==> src/rtl/exu_pkg.sv <==
// Shared definitions for the multi-cycle execute stage.
//   EXCP_W_DEF  default exception-code width
//   MC_MUL/DIV  bit positions of the multiplier and divider in mc_sel/mc_start/mc_done
//   byp_ctl_t   control half of the bypass bus to the IDU (data travels separately)
package exu_pkg;
    localparam int EXCP_W_DEF = 16;
    localparam int GPR_IDX_W  = 5;

    localparam int MC_MUL = 0;
    localparam int MC_DIV = 1;

    typedef struct packed {
        logic                 we;
        logic [GPR_IDX_W-1:0] dest;
        logic                 ready;
    } byp_ctl_t;

    localparam int BYP_CTL_W = $bits(byp_ctl_t);
endpackage

==> src/rtl/exu_mc_tracker.sv <==
// Multi-cycle unit tracker for the instruction held in the execute stage.
// Keeps the unit select, raises the level start request until the unit's
// done pulse, latches the unit result, and selects the final result.
// Ports:
//   clk, rst            clock, synchronous active-high reset
//   flush               drops the held request and any latched result
//   advance             stage register is being overwritten this cycle
//   load, load_sel      a new instruction enters, with its unit select
//   valid, excp         held instruction is valid / carries an exception
//   mc_done, mc_result  unit completion pulses and result buses
//   alu_result          ALU result for instructions that use no unit
//   mc_start            per-unit level start request
//   ready_go            held instruction may leave the stage this cycle
//   result              final result of the held instruction
module exu_mc_tracker
    import exu_pkg::*;
#(
    parameter int DATA_W = 32,
    parameter int NUM_MC = 2
) (
    input  logic                     clk,
    input  logic                     rst,
    input  logic                     flush,
    input  logic                     advance,
    input  logic                     load,
    input  logic [NUM_MC-1:0]        load_sel,
    input  logic                     valid,
    input  logic                     excp,
    input  logic [NUM_MC-1:0]        mc_done,
    input  logic [NUM_MC*DATA_W-1:0] mc_result,
    input  logic [DATA_W-1:0]        alu_result,
    output logic [NUM_MC-1:0]        mc_start,
    output logic                     ready_go,
    output logic [DATA_W-1:0]        result
);
    logic [NUM_MC-1:0] sel;
    logic              done_lat;
    logic [DATA_W-1:0] res_lat;
    logic [DATA_W-1:0] mc_mux;
    logic [NUM_MC-1:0] hit;

    // Only a done from the selected unit of a live instruction counts;
    // late pulses after a flush and pulses from other units fall out here.
    assign hit = mc_done & sel & {NUM_MC{valid}};

    // sel is one-hot, so an OR of masked slices is the unit mux.
    always_comb begin
        mc_mux = '0;
        for (int i = 0; i < NUM_MC; i++) begin
            if (sel[i]) begin
                mc_mux = mc_mux | mc_result[i*DATA_W +: DATA_W];
            end
        end
    end

    // Drop the request in the done cycle itself so a unit never sees a
    // second start for the same instruction.
    assign mc_start = sel & ~mc_done & {NUM_MC{valid & ~done_lat & ~excp & ~flush}};
    assign ready_go = excp | ~(|sel) | done_lat | (|hit);
    assign result   = ~(|sel) ? alu_result : (done_lat ? res_lat : mc_mux);

    always_ff @(posedge clk) begin
        if (rst || flush) begin
            sel      <= '0;
            done_lat <= 1'b0;
            res_lat  <= '0;
        end else if (advance) begin
            sel      <= load ? load_sel : '0;
            done_lat <= 1'b0;
        end else if ((|hit) && !done_lat) begin
            done_lat <= 1'b1;
            res_lat  <= mc_mux;
        end
    end

    always_ff @(posedge clk) begin
        if (!rst && load) begin
            assert ($onehot0(load_sel));
        end
    end
endmodule

==> src/rtl/exu_mc_stage.sv <==
// Execute-stage pipeline register between IDU and MEM for N multi-cycle units.
// Handshake: a stage moves data when valid & allowin are both high on the
// same clock edge; valid never depends on the receiver's allowin, and a
// stage holds its data stable while valid is high and allowin is low.
// Ports:
//   clk, rst, flush                 clock, sync active-high reset, pipeline flush
//   in_valid/in_allowin             upstream handshake
//   in_payload/mc_sel/gr_we/dest/excp/excp_num  instruction fields
//   alu_result                      ALU result for the held instruction
//   mc_start/mc_done/mc_result      multi-cycle unit interface
//   out_valid/out_allowin           downstream handshake
//   out_payload/result/gr_we/dest/excp/excp_num registered instruction fields
//   byp_we/dest/data/ready          bypass to IDU (ready=0: data not final)
//   excp_up                         held instruction carries an exception
// Build option EXU_SKID_EN: adds a one-entry output skid register, which
// removes the combinational out_allowin -> in_allowin path.
module exu_mc_stage
    import exu_pkg::*;
#(
    parameter int DATA_W    = 32,
    parameter int PAYLOAD_W = 128,
    parameter int NUM_MC    = 2,
    parameter int EXCP_W    = EXCP_W_DEF
) (
    input  logic                     clk,
    input  logic                     rst,
    input  logic                     flush,
    input  logic                     in_valid,
    output logic                     in_allowin,
    input  logic [PAYLOAD_W-1:0]     in_payload,
    input  logic [NUM_MC-1:0]        in_mc_sel,
    input  logic                     in_gr_we,
    input  logic [4:0]               in_dest,
    input  logic                     in_excp,
    input  logic [EXCP_W-1:0]        in_excp_num,
    input  logic [DATA_W-1:0]        alu_result,
    output logic [NUM_MC-1:0]        mc_start,
    input  logic [NUM_MC-1:0]        mc_done,
    input  logic [NUM_MC*DATA_W-1:0] mc_result,
    output logic                     out_valid,
    input  logic                     out_allowin,
    output logic [PAYLOAD_W-1:0]     out_payload,
    output logic [DATA_W-1:0]        out_result,
    output logic                     out_gr_we,
    output logic [4:0]               out_dest,
    output logic                     out_excp,
    output logic [EXCP_W-1:0]        out_excp_num,
    output logic                     byp_we,
    output logic [4:0]               byp_dest,
    output logic [DATA_W-1:0]        byp_data,
    output logic                     byp_ready,
    output logic                     excp_up
);
    logic                 valid;
    logic [PAYLOAD_W-1:0] payload;
    logic                 gr_we;
    logic [4:0]           dest;
    logic                 excp;
    logic [EXCP_W-1:0]    excp_num;
    logic                 ready_go;
    logic                 load;
    logic                 stage_out_valid;
    logic [DATA_W-1:0]    result;

    assign load            = in_valid & in_allowin;
    assign stage_out_valid = valid & ready_go & ~flush;

    exu_mc_tracker #(
        .DATA_W (DATA_W),
        .NUM_MC (NUM_MC)
    ) u_tracker (
        .clk        (clk),
        .rst        (rst),
        .flush      (flush),
        .advance    (in_allowin),
        .load       (load),
        .load_sel   (in_mc_sel),
        .valid      (valid),
        .excp       (excp),
        .mc_done    (mc_done),
        .mc_result  (mc_result),
        .alu_result (alu_result),
        .mc_start   (mc_start),
        .ready_go   (ready_go),
        .result     (result)
    );

    always_ff @(posedge clk) begin
        if (rst || flush) begin
            valid    <= 1'b0;
            payload  <= '0;
            gr_we    <= 1'b0;
            dest     <= '0;
            excp     <= 1'b0;
            excp_num <= '0;
        end else if (in_allowin) begin
            valid <= in_valid;
            if (in_valid) begin
                payload  <= in_payload;
                gr_we    <= in_gr_we;
                dest     <= in_dest;
                excp     <= in_excp;
                excp_num <= in_excp_num;
            end
        end
    end

    // The bypass always describes the instruction in the stage register,
    // the youngest one this block holds.
    byp_ctl_t             byp;
    logic [BYP_CTL_W-1:0] byp_bits;
    assign byp.we    = valid & gr_we & ~excp;
    assign byp.dest  = dest;
    assign byp.ready = valid & ready_go;
    assign byp_bits  = byp;
    assign {byp_we, byp_dest, byp_ready} = byp_bits;
    assign byp_data  = result;
    assign excp_up   = valid & excp;

`ifdef EXU_SKID_EN
    logic                 skid_full;
    logic [PAYLOAD_W-1:0] skid_payload;
    logic [DATA_W-1:0]    skid_result;
    logic                 skid_gr_we;
    logic [4:0]           skid_dest;
    logic                 skid_excp;
    logic [EXCP_W-1:0]    skid_excp_num;

    // The stage hands off to MEM or, if MEM stalls, into the skid entry;
    // either way it only needs the skid to be empty to move.
    always_ff @(posedge clk) begin
        if (rst || flush) begin
            skid_full     <= 1'b0;
            skid_payload  <= '0;
            skid_result   <= '0;
            skid_gr_we    <= 1'b0;
            skid_dest     <= '0;
            skid_excp     <= 1'b0;
            skid_excp_num <= '0;
        end else if (skid_full) begin
            if (out_allowin) begin
                skid_full <= 1'b0;
            end
        end else if (stage_out_valid && !out_allowin) begin
            skid_full     <= 1'b1;
            skid_payload  <= payload;
            skid_result   <= result;
            skid_gr_we    <= gr_we;
            skid_dest     <= dest;
            skid_excp     <= excp;
            skid_excp_num <= excp_num;
        end
    end

    assign in_allowin   = ~valid | (ready_go & ~skid_full);
    assign out_valid    = skid_full ? ~flush : stage_out_valid;
    assign out_payload  = skid_full ? skid_payload  : payload;
    assign out_result   = skid_full ? skid_result   : result;
    assign out_gr_we    = skid_full ? skid_gr_we    : gr_we;
    assign out_dest     = skid_full ? skid_dest     : dest;
    assign out_excp     = skid_full ? skid_excp     : excp;
    assign out_excp_num = skid_full ? skid_excp_num : excp_num;
`else
    assign in_allowin   = ~valid | (ready_go & out_allowin);
    assign out_valid    = stage_out_valid;
    assign out_payload  = payload;
    assign out_result   = result;
    assign out_gr_we    = gr_we;
    assign out_dest     = dest;
    assign out_excp     = excp;
    assign out_excp_num = excp_num;
`endif
endmodule
==> config.mk <==
export PLATFORM = sky130hd
export DESIGN_NAME = exu_mc_stage
export DESIGN_NICKNAME = d
export VERILOG_FILES = /design/src/rtl/exu_pkg.sv /design/src/rtl/exu_mc_tracker.sv /design/src/rtl/exu_mc_stage.sv
export SDC_FILE = /design/constraint.sdc
export NUM_CORES = 1
export LEC_CHECK = 0
export CAP_MARGIN = 25
export CELL_PAD_IN_SITES_DETAIL_PLACEMENT = 2
export CELL_PAD_IN_SITES_GLOBAL_PLACEMENT = 2
export CORE_ASPECT_RATIO = 1.4
export CORE_MARGIN = 10
export CORE_UTILIZATION = 20
export DETAILED_ROUTE_END_ITERATION = 10
export GPL_TIMING_DRIVEN = 1
export PLACE_DENSITY = 0.73
export REMOVE_ABC_BUFFERS = 1
export SYNTH_ARGS = -nofsm -noshare
export SYNTH_HDL_FRONTEND = slang
export SYNTH_SLANG_ARGS = --single-unit
export TNS_END_PERCENT = 30
==> constraint.sdc <==
create_clock -name clk -period 2.36 [get_ports clk]
set_clock_uncertainty 0.15 [all_clocks]
set_input_delay 0.59 -clock clk [delete_from_list [all_inputs] [get_ports clk]]
set_output_delay 0.59 -clock clk [all_outputs]
set_load 0.02 [all_outputs]
==> impl_results.html <==
<table>
<tr><th>Metric</th><th>Value</th></tr>
<tr><th colspan="2">Die</th></tr>
<tr><td>Initial core utilization</td><td>0.203</td></tr>
<tr><td>Die X-Extent</td><td>207 um</td></tr>
<tr><td>Floorplan core area</td><td>48300 sq um</td></tr>
<tr><td>Placement row count</td><td>95</td></tr>
<tr><td>Die area</td><td>58300 sq um</td></tr>
<tr><td>Boundary pin count</td><td>roughly 480</td></tr>
<tr><td>Die span in y</td><td>282 um</td></tr>
<tr><th colspan="2">Synthesis</th></tr>
<tr><td>Most frequently used flop master after synthesis</td><td>sky130_fd_sc_hd__dfxtp_1</td></tr>
<tr><td>Largest family of logic cells by synthesized area</td><td>compound AO/OA/AOI/OAI gates</td></tr>
<tr><td>Post-synthesis adder-cell area fraction</td><td>0</td></tr>
<tr><td>Synthesized-area fraction occupied by ao, oa, aoi and oai cells</td><td>0.312</td></tr>
<tr><td>Number of synthesized flops with an enable pin</td><td>0</td></tr>
<tr><td>Instance count of the mapped netlist</td><td>1143</td></tr>
<tr><td>Syn avg cell area</td><td>8.56 sq um</td></tr>
<tr><td>Fraction of the yosys area taken by sequential cells</td><td>0.382</td></tr>
<tr><td>Area of the mapped netlist</td><td>slightly below 10000 sq um</td></tr>
<tr><td>Mux share of post-synthesis cell area</td><td>0.0327</td></tr>
<tr><td>Count of different cell masters after synthesis</td><td>35</td></tr>
<tr><td>Yosys warning count</td><td>0</td></tr>
<tr><td>Fraction of synthesized cell area in xor and xnor cells</td><td>0</td></tr>
<tr><td>Post-synthesis register bit count</td><td>187</td></tr>
<tr><td>Share of synthesized cell area in and, or, nand and nor gates</td><td>0.175</td></tr>
<tr><td>FFs w/ async S/R, synth</td><td>0</td></tr>
<tr><th colspan="2">Routing</th></tr>
<tr><td>Post-route antenna net violation count</td><td>0</td></tr>
<tr><td>Number of vias after detailed routing</td><td>roughly 12000</td></tr>
<tr><td>Post-DR wirelength/cell</td><td>25.2 um</td></tr>
<tr><td>Routed wire length</td><td>56000 um</td></tr>
<tr><td>Initial drt markers</td><td>535</td></tr>
<tr><td>Drt drc</td><td>0</td></tr>
<tr><td>Via density</td><td>5.31</td></tr>
<tr><td>Number of iterations in the first detailed-routing pass</td><td>5</td></tr>
<tr><th colspan="2">Timing</th></tr>
<tr><td>Final Hold Violating Endpoints</td><td>0</td></tr>
<tr><td>Fmax</td><td>0.381 GHz</td></tr>
<tr><td>Setup repair after global routing missed its margin</td><td>yes</td></tr>
<tr><td>Final Cycle Share</td><td>1.11</td></tr>
<tr><td>Slew headroom</td><td>0.454</td></tr>
<tr><td>Worst-margin pin slew</td><td>0.818 ns</td></tr>
<tr><td>Smallest setup slack after layout</td><td>-0.263 ns</td></tr>
<tr><td>Post-route minimum period</td><td>2.62 ns</td></tr>
<tr><td>Final Hold Slack</td><td>0.310 ns</td></tr>
<tr><td>Number of pins exceeding their max-slew limit in the final report</td><td>0</td></tr>
<tr><td>Final Setup Violations</td><td>67</td></tr>
<tr><th colspan="2">Critical path</th></tr>
<tr><td>Critical path origin</td><td>u_tracker.sel[0]</td></tr>
<tr><td>Capturing point of the worst reg2reg path</td><td>out_payload[115]</td></tr>
<tr><td>Endpoint arrival time on the critical path</td><td>1.88 ns</td></tr>
<tr><td>Data required time at the worst endpoint</td><td>~1.6 ns</td></tr>
<tr><td>Largest driver fanout on the critical path</td><td>17</td></tr>
<tr><td>Sort of element at the end of the critical path</td><td>primary output</td></tr>
<tr><td>Critical path type</td><td>flip-flop to primary output</td></tr>
<tr><td>Register-to-register path setup slack</td><td>0.19 ns</td></tr>
<tr><td>R2R depth</td><td>9</td></tr>
<tr><td>Worst r2r src</td><td>u_tracker.sel[1]</td></tr>
<tr><td>Nature of the critical path startpoint</td><td>flip-flop</td></tr>
<tr><th colspan="2">Placement</th></tr>
<tr><td>Weighted congestion at the end of routability-driven global placement</td><td>0.782</td></tr>
<tr><td>DPL Wire Length</td><td>40700 um</td></tr>
<tr><td>Port-buffer cells</td><td>482</td></tr>
<tr><th colspan="2">Global routing</th></tr>
<tr><td>Number of antenna violations at the first check in global routing</td><td>11</td></tr>
<tr><td>Via count of the first global-routing pass</td><td>about 13000</td></tr>
<tr><td>Total global routing track utilization</td><td>0.181</td></tr>
<tr><td>Global-route wire length before repair</td><td>just over 80000 um</td></tr>
<tr><td>Total overflow reported by the global router</td><td>0</td></tr>
<tr><td>Maximum number of pins on one net before global-route repair</td><td>118</td></tr>
<tr><th colspan="2">CTS</th></tr>
<tr><td>Sinks on the clock net</td><td>187</td></tr>
<tr><td># H-tree levels</td><td>4</td></tr>
<tr><td>Cell chosen for the clock root</td><td>sky130_fd_sc_hd__clkbuf_16</td></tr>
<tr><td>Clock transition at the register clock pins on the worst setup and hold paths after CTS</td><td>0.07 ns</td></tr>
<tr><td>Number of buffers created by CTS</td><td>17</td></tr>
<tr><td>Maximum clock path buffer count</td><td>2</td></tr>
<tr><td>Clock tree from TritonCTS</td><td>built</td></tr>
<tr><td>Later-pin clock latency in the skew report</td><td>0.46 ns</td></tr>
<tr><td>Hold buffer count at CTS</td><td>0</td></tr>
<tr><th colspan="2">Final layout</th></tr>
<tr><td>Area Growth Syn to Fin</td><td>70.0%</td></tr>
<tr><td>Area of all sequential standard cells</td><td>3750 sq um</td></tr>
<tr><td>Number of fill cells in the layout</td><td>~5400</td></tr>
<tr><td>Number of nets in the final layout</td><td>1829</td></tr>
<tr><td>Area of the multi-input gates</td><td>~5400 sq um</td></tr>
<tr><td>Proportion of layout cells with a drive suffix above 1</td><td>0.180</td></tr>
<tr><th colspan="2">Power</th></tr>
<tr><td>Leakage</td><td>5.63 nW</td></tr>
<tr><td>IR Drop Worst-Case VDD</td><td>0.465 mV</td></tr>
<tr><td>Power per standard cell area</td><td>537 nW/um^2</td></tr>
<tr><td>Total Power</td><td>0.00894 W</td></tr>
<tr><th colspan="2">Min path</th></tr>
<tr><td>Min-Delay Path Depth</td><td>2</td></tr>
<tr><td>WHS Endpoint</td><td>u_tracker.res_lat[23]</td></tr>
<tr><td>Class of the worst hold path</td><td>flip-flop to flip-flop</td></tr>
<tr><td>Min-Delay Startpoint</td><td>u_tracker.res_lat[23]</td></tr>
<tr><th colspan="2">Run status</th></tr>
<tr><td>Run status</td><td>complete, but fails checks</td></tr>
<tr><td>Violations in the final reports</td><td>setup timing</td></tr>
<tr><th colspan="2">Flow run</th></tr>
<tr><td>Max-cap violations</td><td>0</td></tr>
</table>
## routing by layer
| layer | global-route usage | part of all wire |
|---|---|---|
| met4 | 0.0670 | 0.023 |
| met5 | 0 | 0.00055 |
| met3 | 0.0480 | 0.058 |
| met2 | 0.334 | 0.54 |
| met1 | 0.192 | 0.38 |
## stage by stage
step                      area, sq um  std cells  utilization  setup TNS, ns  setup slack, ns
after floorplan                  8840        951            -        -728.70            -4.42
after global placement          15700       2177        0.326         -82.95           -0.742
after detailed placement        15700       2177        0.326         -85.72           -0.769
final                           16600       2224        0.345          -7.98           -0.263
after CTS                       16300       2210        0.339          -9.84           -0.297
after global routing            16600       2224        0.345         -13.48           -0.333
## synth_stat cells (2+ instances only)
cell type,count,area share
sky130_fd_sc_hd__nand3_1,266,0.14
sky130_fd_sc_hd__buf_1,8,0.0031
sky130_fd_sc_hd__mux2i_1,32,0.033
sky130_fd_sc_hd__dfxtp_1,187,0.38
sky130_fd_sc_hd__nand2_1,38,0.015
sky130_fd_sc_hd__a22o_1,67,0.060
sky130_fd_sc_hd__o211ai_1,3,0.0023
sky130_fd_sc_hd__nor2_2,2,0.0013
sky130_fd_sc_hd__o221ai_1,116,0.10
sky130_fd_sc_hd__o21ai_1,4,0.0020
sky130_fd_sc_hd__buf_6,4,0.0046
sky130_fd_sc_hd__a31oi_1,2,0.0013
sky130_fd_sc_hd__or2_1,2,0.0013
sky130_fd_sc_hd__nor2_1,36,0.014
sky130_fd_sc_hd__nor4b_1,2,0.0018
sky130_fd_sc_hd__clkbuf_1,103,0.039
sky130_fd_sc_hd__o21ai_0,28,0.014
sky130_fd_sc_hd__a32oi_1,116,0.10
sky130_fd_sc_hd__buf_2,37,0.019
sky130_fd_sc_hd__buf_4,40,0.031
sky130_fd_sc_hd__a21oi_1,36,0.018
## kinds of logic after synthesis
group / after synthesis
DFF: 187
muxes: 32
buffers and inverters: 194
and+or+nand+nor: 352
AOI/OAI and AO/OA: 378
## final cells by class
cell class                      count  area share
Sequential cell                   187       0.226
Timing Repair Buffer              603       0.363
Tap cell                          630      0.0474
Clock buffer                       17      0.0256
Multi-Input combinational cell    762       0.322
Inverter                            2    0.000602
Antenna cell                        8     0.00120
Clock inverter                     15      0.0138
## worst max-delay path, cell delays in order, from the launching register on
cell                        delay, ns
sky130_fd_sc_hd__dfxtp_4         0.39
sky130_fd_sc_hd__or2_4           0.30
sky130_fd_sc_hd__clkbuf_16       0.21
sky130_fd_sc_hd__a311oi_4        0.32
sky130_fd_sc_hd__buf_6           0.19
## cells in the final DEF (no fill, tap or decap), types with 8 or more instances in the layout
cell and count:
sky130_fd_sc_hd__a21oi_2 23, sky130_fd_sc_hd__nor2_1 29, sky130_fd_sc_hd__a21oi_1 12, sky130_fd_sc_hd__buf_6 21, sky130_fd_sc_hd__nand3_1 266, sky130_fd_sc_hd__a32oi_1 116, sky130_fd_sc_hd__a22o_1 65, sky130_fd_sc_hd__buf_12 32
sky130_fd_sc_hd__o221ai_1 116, sky130_fd_sc_hd__dfxtp_1 184, sky130_fd_sc_hd__clkdlybuf4s50_1 398, sky130_fd_sc_hd__mux2i_1 25, sky130_fd_sc_hd__o21ai_0 28, sky130_fd_sc_hd__buf_2 11, sky130_fd_sc_hd__diode_2 8, sky130_fd_sc_hd__clkbuf_16 18
sky130_fd_sc_hd__buf_4 123, sky130_fd_sc_hd__nand2_1 37
## report_power, final
group | internal (W) | switching (W) | leakage [nW]
logic | 0.00107 | 0.00113 | 3.79
registers | 0.00327 | 0.0000977 | 1.53
clock network | 0.00183 | 0.00155 | 0.315
total | 0.00617 | 0.00277 | 5.63
## what timing repair did
| action | CTS | global route |
|---|---|---|
| setup endpoints to repair | 75 | 74 |
| cloned | 0 | 1 |
| pin swaps | 10 | 9 |
| endpoints found under the hold margin | 0 | 0 |
| setup buffers | 1 | 5 |
| resized for setup | 358 | 75 |
## how the worst max path moves through the flow
stage / endpoint / cells past startpoint
2_1_floorplan: byp_dest[4] / 4
3_3_place_gp: byp_data[19] / 5
3_5_place_dp: out_result[19] / 5
4_1_cts: byp_data[24] / 4
5_1_grt: out_valid / 6
6_report: out_valid / 4
## state kept, by name, summed over array words and instances, names as in the netlist
signal              count
valid                   1
byp_dest                5
out_gr_we               1
u_tracker.done_lat      1
out_payload           128
u_tracker.res_lat      32
out_excp_num           16
u_tracker.sel           2
out_excp                1
No activity file was read; power rests on OpenSTA's default activity.
